[src/rtl/adder_arb.sv]
// adder_arb: two-requester credit-checked arbiter in front of a shared pipelined adder, with per-requester result FIFOs.
// Define ADDER_ARB_FIXED_PRIO_EN for fixed priority (requester 0 wins ties) instead of round-robin.
`ifndef LEN_DATA
`define LEN_DATA 32
`endif
module adder_arb #(
  parameter int ADD_LAT = 2,
  parameter int BUF_DEPTH = 2
) (
  input  logic                 clk,
  input  logic                 rst,
  input  logic                 req0_valid,
  output logic                 req0_ready,
  input  logic [`LEN_DATA-1:0] req0_a,
  input  logic [`LEN_DATA-1:0] req0_b,
  input  logic                 req0_cin,
  input  logic                 req0_sub,
  input  logic                 req1_valid,
  output logic                 req1_ready,
  input  logic [`LEN_DATA-1:0] req1_a,
  input  logic [`LEN_DATA-1:0] req1_b,
  input  logic                 req1_cin,
  input  logic                 req1_sub,
  output logic                 rsp0_valid,
  input  logic                 rsp0_ready,
  output logic [`LEN_DATA-1:0] rsp0_sum,
  output logic                 rsp0_cout,
  output logic                 rsp1_valid,
  input  logic                 rsp1_ready,
  output logic [`LEN_DATA-1:0] rsp1_sum,
  output logic                 rsp1_cout,
  output logic                 add_valid,
  output logic [`LEN_DATA-1:0] add_a,
  output logic [`LEN_DATA-1:0] add_b,
  output logic                 add_cin,
  input  logic [`LEN_DATA-1:0] add_sum,
  input  logic                 add_cout,
  output logic                 busy
);
  localparam int W = `LEN_DATA;
  logic [1:0] rv, rc, rs, rr, elig, g, push, pop, nz;
  logic [W-1:0] ra [2];
  logic [W-1:0] rb [2];
  logic [ADD_LAT-1:0] tv, tid;
  logic [3:0] infl [2];
  logic [2:0] occ [2];
  logic [1:0] wp [2];
  logic [1:0] rp [2];
  logic [W:0] mem [2][4];
  logic gv, sel;
`ifndef ADDER_ARB_FIXED_PRIO_EN
  logic last;
`endif
  function automatic logic [1:0] nx(input logic [1:0] p);
    return p == 2'(BUF_DEPTH - 1) ? 2'd0 : p + 2'd1;
  endfunction
  assign rv = {req1_valid, req0_valid};
  assign rc = {req1_cin, req0_cin};
  assign rs = {req1_sub, req0_sub};
  assign rr = {rsp1_ready, rsp0_ready};
  assign ra = '{req0_a, req1_a};
  assign rb = '{req0_b, req1_b};
  assign infl[0] = 4'($countones(tv & ~tid));
  assign infl[1] = 4'($countones(tv & tid));
  // credit covers both in-flight tags and buffered results, so a FIFO can never overflow
  assign elig[0] = ~rst & rv[0] & (infl[0] + 4'(occ[0]) < 4'(BUF_DEPTH));
  assign elig[1] = ~rst & rv[1] & (infl[1] + 4'(occ[1]) < 4'(BUF_DEPTH));
`ifdef ADDER_ARB_FIXED_PRIO_EN
  assign g[0] = elig[0];
`else
  assign g[0] = elig[0] & (~elig[1] | last);
`endif
  assign g[1] = elig[1] & ~g[0];
  assign gv = |g;
  assign sel = g[1];
  assign req0_ready = g[0];
  assign req1_ready = g[1];
  assign add_valid = gv;
  assign add_a = gv ? ra[sel] : '0;
  assign add_b = gv ? (rs[sel] ? ~rb[sel] : rb[sel]) : '0;
  assign add_cin = gv & (rs[sel] | rc[sel]);
  assign push = {tv[ADD_LAT-1] & tid[ADD_LAT-1], tv[ADD_LAT-1] & ~tid[ADD_LAT-1]};
  assign nz = {occ[1] != 3'd0, occ[0] != 3'd0} & {2{~rst}};
  assign pop = nz & rr;
  assign rsp0_valid = nz[0];
  assign rsp1_valid = nz[1];
  assign {rsp0_cout, rsp0_sum} = mem[0][rp[0]];
  assign {rsp1_cout, rsp1_sum} = mem[1][rp[1]];
  assign busy = ~rst & ((|tv) | (|nz));
  always_ff @(posedge clk) begin
    if (rst) begin
      tv <= '0;
      tid <= '0;
`ifndef ADDER_ARB_FIXED_PRIO_EN
      last <= 1'b1;
`endif
      for (int n = 0; n < 2; n++) begin
        occ[n] <= '0;
        wp[n] <= '0;
        rp[n] <= '0;
      end
    end else begin
      tv <= (tv << 1) | ADD_LAT'(gv);
      tid <= (tid << 1) | ADD_LAT'(g[1]);
`ifndef ADDER_ARB_FIXED_PRIO_EN
      if (gv) last <= g[1];
`endif
      for (int n = 0; n < 2; n++) begin
        if (push[n]) begin
          mem[n][wp[n]] <= {add_cout, add_sum};
          wp[n] <= nx(wp[n]);
        end
        if (pop[n]) rp[n] <= nx(rp[n]);
        occ[n] <= occ[n] + 3'(push[n]) - 3'(pop[n]);
      end
    end
  end
endmodule

[config.mk]
export PLATFORM = sky130hd
export DESIGN_NAME = adder_arb
export DESIGN_NICKNAME = d
export VERILOG_FILES = /design/src/rtl/adder_arb.sv
export SDC_FILE = /design/constraint.sdc
export NUM_CORES = 1
export LEC_CHECK = 0
export ABC_AREA = 1
export ABC_CLOCK_PERIOD_IN_PS = 5100
export BUFFER_PORTS_ARGS = -buffer_cell sky130_fd_sc_hd__buf_2
export CORE_AREA = 2 2 164 166
export CTS_BUF_LIST = sky130_fd_sc_hd__clkbuf_16
export DETAILED_ROUTE_END_ITERATION = 10
export DIE_AREA = 0 0 166 168
export HOLD_SLACK_MARGIN = 0.02
export PLACE_DENSITY = 0.75
export SLEW_MARGIN = 20
export SYNTH_ARGS = -nofsm -noshare
export SYNTH_HDL_FRONTEND = slang
export SYNTH_SLANG_ARGS = --single-unit
[constraint.sdc]
create_clock -name clk -period 5.1 [get_ports clk]
set_clock_uncertainty 0.15 [all_clocks]
set_input_delay 0.765 -clock clk [delete_from_list [all_inputs] [get_ports clk]]
set_output_delay 0.765 -clock clk [all_outputs]
set_load 0.01 [all_outputs]
==> flow_summary.ini, run 1 <==
[outcome]
status = finished clean

[timing]
timing.fmax_ghz = 0.211
setup_tns_ns = 0
slew_violations = 0
max_slew.worst_pin.slew_ns = 0.998
timing.slew.headroom = 0.334
rsz0062_at_grt = false
layout_worst_path_cycle_share = 0.928
hold_ws_ns = 0.298
setup_viol = 0
final_hold_viol_count = 0
timing.final.crit_period_ns = 4.73

[placement]
globalplace.congestion = 0.930
dpl.hpwl_mm = 20.7
io_buffers = 307

[logic_synthesis]
netlist_area_mm2 = 0.0129
netlist-cell-type-count = 30
ys_ff_latch = 283
synth_area_leader_cell = edfxtp_1
synth_top_cell_area_share = 0.635
synth_fp_nets = 1447
synth_warnings = 0
ys_seq_area_frac = 0.652
synthTopCellsByArea = edfxtp_1, nor2_1, o21ai_0, nand2_1, inv_1
synthCells = 1254
syn_area_per_cell_um2 = 10.3

[critical_path]
slowest_delay_ns = 0.52
setup.worst_path.class = register to output port
worst_setup_path_end_kind = output port
critical_path.top_delay_family = buffers and inverters
path_cells = inv_1 -> nor2_1 -> ha_1 -> nand3_1 -> nand2_1 -> ha_1 -> nand3b_1 -> nor2_1 -> nand2_4 -> nand2_1 -> buf_4 -> inv_1 -> nor2_1 -> o21ai_0 -> inv_1 -> buf_2
worstPathMaxFanout = 34
critPathBufInv = 5
cp.required_ns = 4.18
arrival_ns = 3.82
cp_slowest_cell = inv_1
critPathLaunchType = register

[routing]
vias = 9892
drtPass1Iterations = 5
drt_wl_total_mm = 32.0
drtIter0Drc = 701
drc = 0
via_per_inst = 5.20
drtAntennaViolNets = 0
wl_per_cell_um = 16.8

[grt]
overflow = 0
grt_pass1_vias = 9295
grt_first_pass_wirelength_mm = 48.8
grt.total_usage = 0.219
grt_antenna_before_repair = 4
grt_max_degree = 69

[cts]
path_clk_slew_ns = 0.06
clock_sinks = 283
h-tree-depth = 1
cts_inserted_buffers = 27
cts_tree = built
post_cts_buffers = 0
cts_max_path_buffers = 3
worstSkewPairLatency_ns = 0.53
root_buffer = clkbuf_16

[power_and_ir_drop]
ir_worst_vdd_mv = 0.232
leakage_nw = 6.80
powerDensity_mw_per_mm2 = 407

[floorplanning]
rows = 60
coreArea_mm2 = 0.0264
die_w_um = 166
die_h_um = 168
start_util = 0.488
io-pin-count = 308
die_area_mm2 = 0.0279

[cells_and_area]
multiInputGateArea_mm2 = 0.00362
layout-drive-gt1-share = 0.259
syn_to_final_growth_pct = 21.6
fin_nets = 1730
layout_common_cells = buf_2, edfxtp_1, nor2_1
seqCellArea_mm2 = 0.00839
final_common_cell = buf_2
fillers = 2111

[worst_hold_path]
hold_path_class = register to register

[flow_run]
maxCapViolations = 0
## power breakdown
| group | switching (mW) | internal (mW) | total (mW) | leakage, nW |
|---|---|---|---|---|
| Clock | 0.809 | 1.11 | 1.92 | 0.451 |
| Sequential | 0.0376 | 2.62 | 2.65 | 2.55 |
| Combinational | 1.17 | 0.617 | 1.79 | 3.80 |
| Total | 2.02 | 4.35 | 6.37 | 6.80 |
## cells in the mapped netlist, drive strengths merged
cell type	n
nand3	38
clkbuf	49
o211ai	1
o22ai	66
inv	150
xnor2	2
dfxtp	11
edfxtp	272
nand3b	2
nor2	289
o21ai	166
a21oi	1
o31ai	1
fa	2
a31oi	1
nor3	1
nand2	160
buf	22
ha	20
## registers in the layout, indices dropped and copies added (netlist names)
name	flops
mem	264
occ	6
rp	4
wp	4
tid	2
tv	2
last	1
## final cells by class
class | count | share of cell area
multi-input combinational | 750 | 0.232
timing repair buffer | 325 | 0.113
tap | 341 | 0.0273
clock inverter | 23 | 0.0116
sequential | 283 | 0.537
clock buffer | 27 | 0.0432
inverter | 150 | 0.0363
antenna | 4 | 0.000640
## metrics by stage
step                cell area [µm²]  utilization  instances  setup WS [ns]  total power, mW
finish                        15600        0.593       1903          0.366             6.37
global route                  15600        0.593       1901         0.0328             6.68
CTS                           15600        0.590       1897          0.180             6.38
detailed placement            14700        0.558       1847          0.745             4.48
global placement              14600        0.555       1844          0.865             4.44
floorplan                     12900            -       1254           1.88             3.82
## worst paths after layout
path                          start  slack [ns]  depth (start not counted)           endpoint
hold reg to reg   tid[0]$_SDFF_PP0_        0.30                          2  tid[1]$_SDFF_PP0_
setup reg to reg  tid[0]$_SDFF_PP0_        2.60                         13  tid[0]$_SDFF_PP0_
setup / recovery   tv[0]$_SDFF_PP0_        0.37                         16           add_a[1]
hold / removal    tid[0]$_SDFF_PP0_        0.30                          2  tid[1]$_SDFF_PP0_
## timing repair
| item | in CTS | in global routing |
|---|---|---|
| setup endpoints to repair | 0 | 22 |
| hold buffers | 0 | 0 |
| gates resized for setup | 0 | 3 |
## worst min-delay path, delay by kind of cell (launching register included)
family        cells  cell delay (ns)
buf+inv           1             0.05
simple gates      1             0.03
flops             1             0.33
## layer usage
metal,share of wire,track usage,up-vias
li1,-,-,4781
met1,0.42,0.293,4665
met2,0.48,0.356,378
met3,0.076,0.0465,66
met4,0.028,0.0767,2
met5,0.00041,0,-
## kinds of logic (layout without fill, tap and decap cells)
| group | count (synthesis) | count (layout) | share of synthesized area |
|---|---|---|---|
| fa+ha+maj | 22 | 22 | 0.0226 |
| buf+inv | 221 | 525 | 0.0707 |
| compound gates | 236 | 236 | 0.0997 |
| simple gates | 490 | 490 | 0.153 |
| xor+xnor | 2 | 2 | 0.00136 |
| flops | 283 | 283 | 0.652 |
| other cells | 0 | 4 | 0 |
Power figures use the tool's default switching activity.
==> run 2, diff against run 1 <==
Settings changed: BUFFER_PORTS_ARGS -buffer_cell sky130_fd_sc_hd__buf_2 to -buffer_cell sky130_fd_sc_hd__clkbuf_2, SLEW_MARGIN 20 to default.
==> run 2 against run 1 <==
- count of clock-buffer cells in the layout stayed put
- clock power down 4%
- sequential share of layout area grew 0.67 points
- critical path type unchanged
- register-to-register slack barely moved
- critical path depth is the same
- utilization fell by 0.73 points
- routed wire length hardly changed
==> flow_summary.ini, run 2 (same netlist as run 1, synthesis figures left out) <==
[critical_path]
cp_slowest_cell = inv_2
critical_path.startpoint = tid[0]$_SDFF_PP0_
arrival_ns = 3.74
setup.worst_path.class = register to output port
reg2reg_depth = 13
r2r-start = tid[0]$_SDFF_PP0_
critPathLaunchType = register
r2r_end = tid[0]$_SDFF_PP0_
worst_setup_path_end_kind = output port
r2r_setup_slack_ns = 2.59
path_cells = nand2_1 -> inv_1 -> ha_1 -> nand3_1 -> nand2_1 -> ha_1 -> nand3b_1 -> nor2_1 -> nand2_2 -> inv_4 -> o21ai_4 -> buf_4 -> inv_2 -> o21ai_1 -> inv_1 -> clkbuf_2
critPathCapture = add_a[26]
worstPathMaxFanout = 46
cp.required_ns = 4.18
slowest_delay_ns = 0.49

[cts]
h-tree-depth = 1
post_cts_buffers = 0
path_clk_slew_ns = 0.06
cts_hold_buf = 0
cts_max_path_buffers = 3
worstSkewPairLatency_ns = 0.53
root_buffer = clkbuf_16
ctsResizeCount = 0
clock_sinks = 283
cts_tree = built
cts_inserted_buffers = 27

[timing]
rsz0062_at_grt = false
layout_worst_path_cycle_share = 0.912
timing.slew.headroom = 0.163
final_hold_viol_count = 0
max_slew.worst_pin.slew_ns = 1.25
setup_viol = 0
timing.final.crit_period_ns = 4.65
timing.fmax_ghz = 0.215
slew_violations = 0
setup_tns_ns = 0
hold_ws_ns = 0.294

[power_and_ir_drop]
ir_worst_vdd_mv = 0.250
finalPower_mw = 6.30
powerDensity_mw_per_mm2 = 408
leakage_nw = 6.73

[floorplanning]
die_area_mm2 = 0.0279
coreArea_mm2 = 0.0264
die_h_um = 168
die_w_um = 166
io-pin-count = 308
start_util = 0.488
rows = 60

[grt]
grt_antenna_before_repair = 1
grt.total_usage = 0.221
overflow = 0
grt_pass1_vias = 9313
grt_first_pass_wirelength_mm = 49.1
grt_max_degree = 69

[routing]
drtAntennaViolNets = 0
drc = 0
vias = 9866
drtPass1Iterations = 5
drt_wl_total_mm = 32.0
wl_per_cell_um = 16.9
drtIter0Drc = 824
via_per_inst = 5.22

[cells_and_area]
fillers = 2166
syn_to_final_growth_pct = 20.1
fin_nets = 1722
layout_common_cells = clkbuf_2, edfxtp_1, nor2_1
largest_reg_flops = 264
layout-drive-gt1-share = 0.255
final_common_cell = clkbuf_2

[placement]
dpl.hpwl_mm = 20.4
io_buffers = 307
globalplace.congestion = 0.934

[worst_hold_path]
hold_path_class = register to register

[outcome]
status = finished clean

[flow_run]
maxCapViolations = 0
-- run 2: cell types whose count changed in the layout (fill, tap and decap cells not counted), moves of 2 or more --
cell / change
buf_12: -2
buf_16: -3
buf_2: -307
buf_4: -3
clkbuf_2: +307
diode_2: -3
inv_1: -2
-- run 2: how the worst min path moves through the flow --
stage | start | to | slack [ns] | cells after the start
floorplan | tid[0]$_SDFF_PP0_ | tid[1]$_SDFF_PP0_ | 0.27 | 2
finish | tid[0]$_SDFF_PP0_ | tid[1]$_SDFF_PP0_ | 0.29 | 2
global placement | tid[0]$_SDFF_PP0_ | tid[1]$_SDFF_PP0_ | 0.28 | 2
detailed placement | tid[0]$_SDFF_PP0_ | tid[1]$_SDFF_PP0_ | 0.29 | 2
global route | tid[0]$_SDFF_PP0_ | tid[1]$_SDFF_PP0_ | 0.34 | 2
CTS | tid[0]$_SDFF_PP0_ | tid[1]$_SDFF_PP0_ | 0.29 | 2
-- run 2: cell type report --
type                       instances  area [µm²]  share of cell area
multi-input combinational        750        3620               0.235
clock buffer                      27         676              0.0438
sequential                       283        8390               0.543
clock inverter                    20         139             0.00900
tap                              341         427              0.0276
timing repair buffer             317        1620               0.105
inverter                         150         566              0.0366
antenna                            1        2.50            0.000162
-- run 2: metrics by stage --
| stage | util | area (µm²) | cells | setup WS [ns] |
|---|---|---|---|---|
| final | 0.586 | 15400 | 1889 | 0.447 |
| after CTS | 0.585 | 15400 | 1888 | 0.208 |
| after detailed placement | 0.554 | 14600 | 1841 | 0.778 |
| after global placement | 0.554 | 14600 | 1841 | 0.865 |
| after global routing | 0.586 | 15400 | 1888 | 0.133 |
| after floorplan | - | 12900 | 1254 | 1.88 |
-- run 2: power by group --
group	internal [mW]	switching [mW]	total, mW
Sequential	2.62	0.0346	2.65
Combinational	0.605	1.19	1.80
Clock	1.05	0.796	1.85
-- run 2: worst max-delay path: cells and delay by family (launching register included) --
family / cells / cell delay (ns)
buf+inv: 6 / 1.32
simple gates: 6 / 0.68
fa+ha+maj: 2 / 0.57
compound gates: 2 / 0.29
flops: 1 / 0.32
-- run 2: per-layer routing --
| layer | track usage | part of all wire |
|---|---|---|
| met5 | 0 | 0 |
| met4 | 0.0737 | 0.031 |
| met3 | 0.0430 | 0.068 |
| met2 | 0.361 | 0.48 |
| met1 | 0.298 | 0.42 |
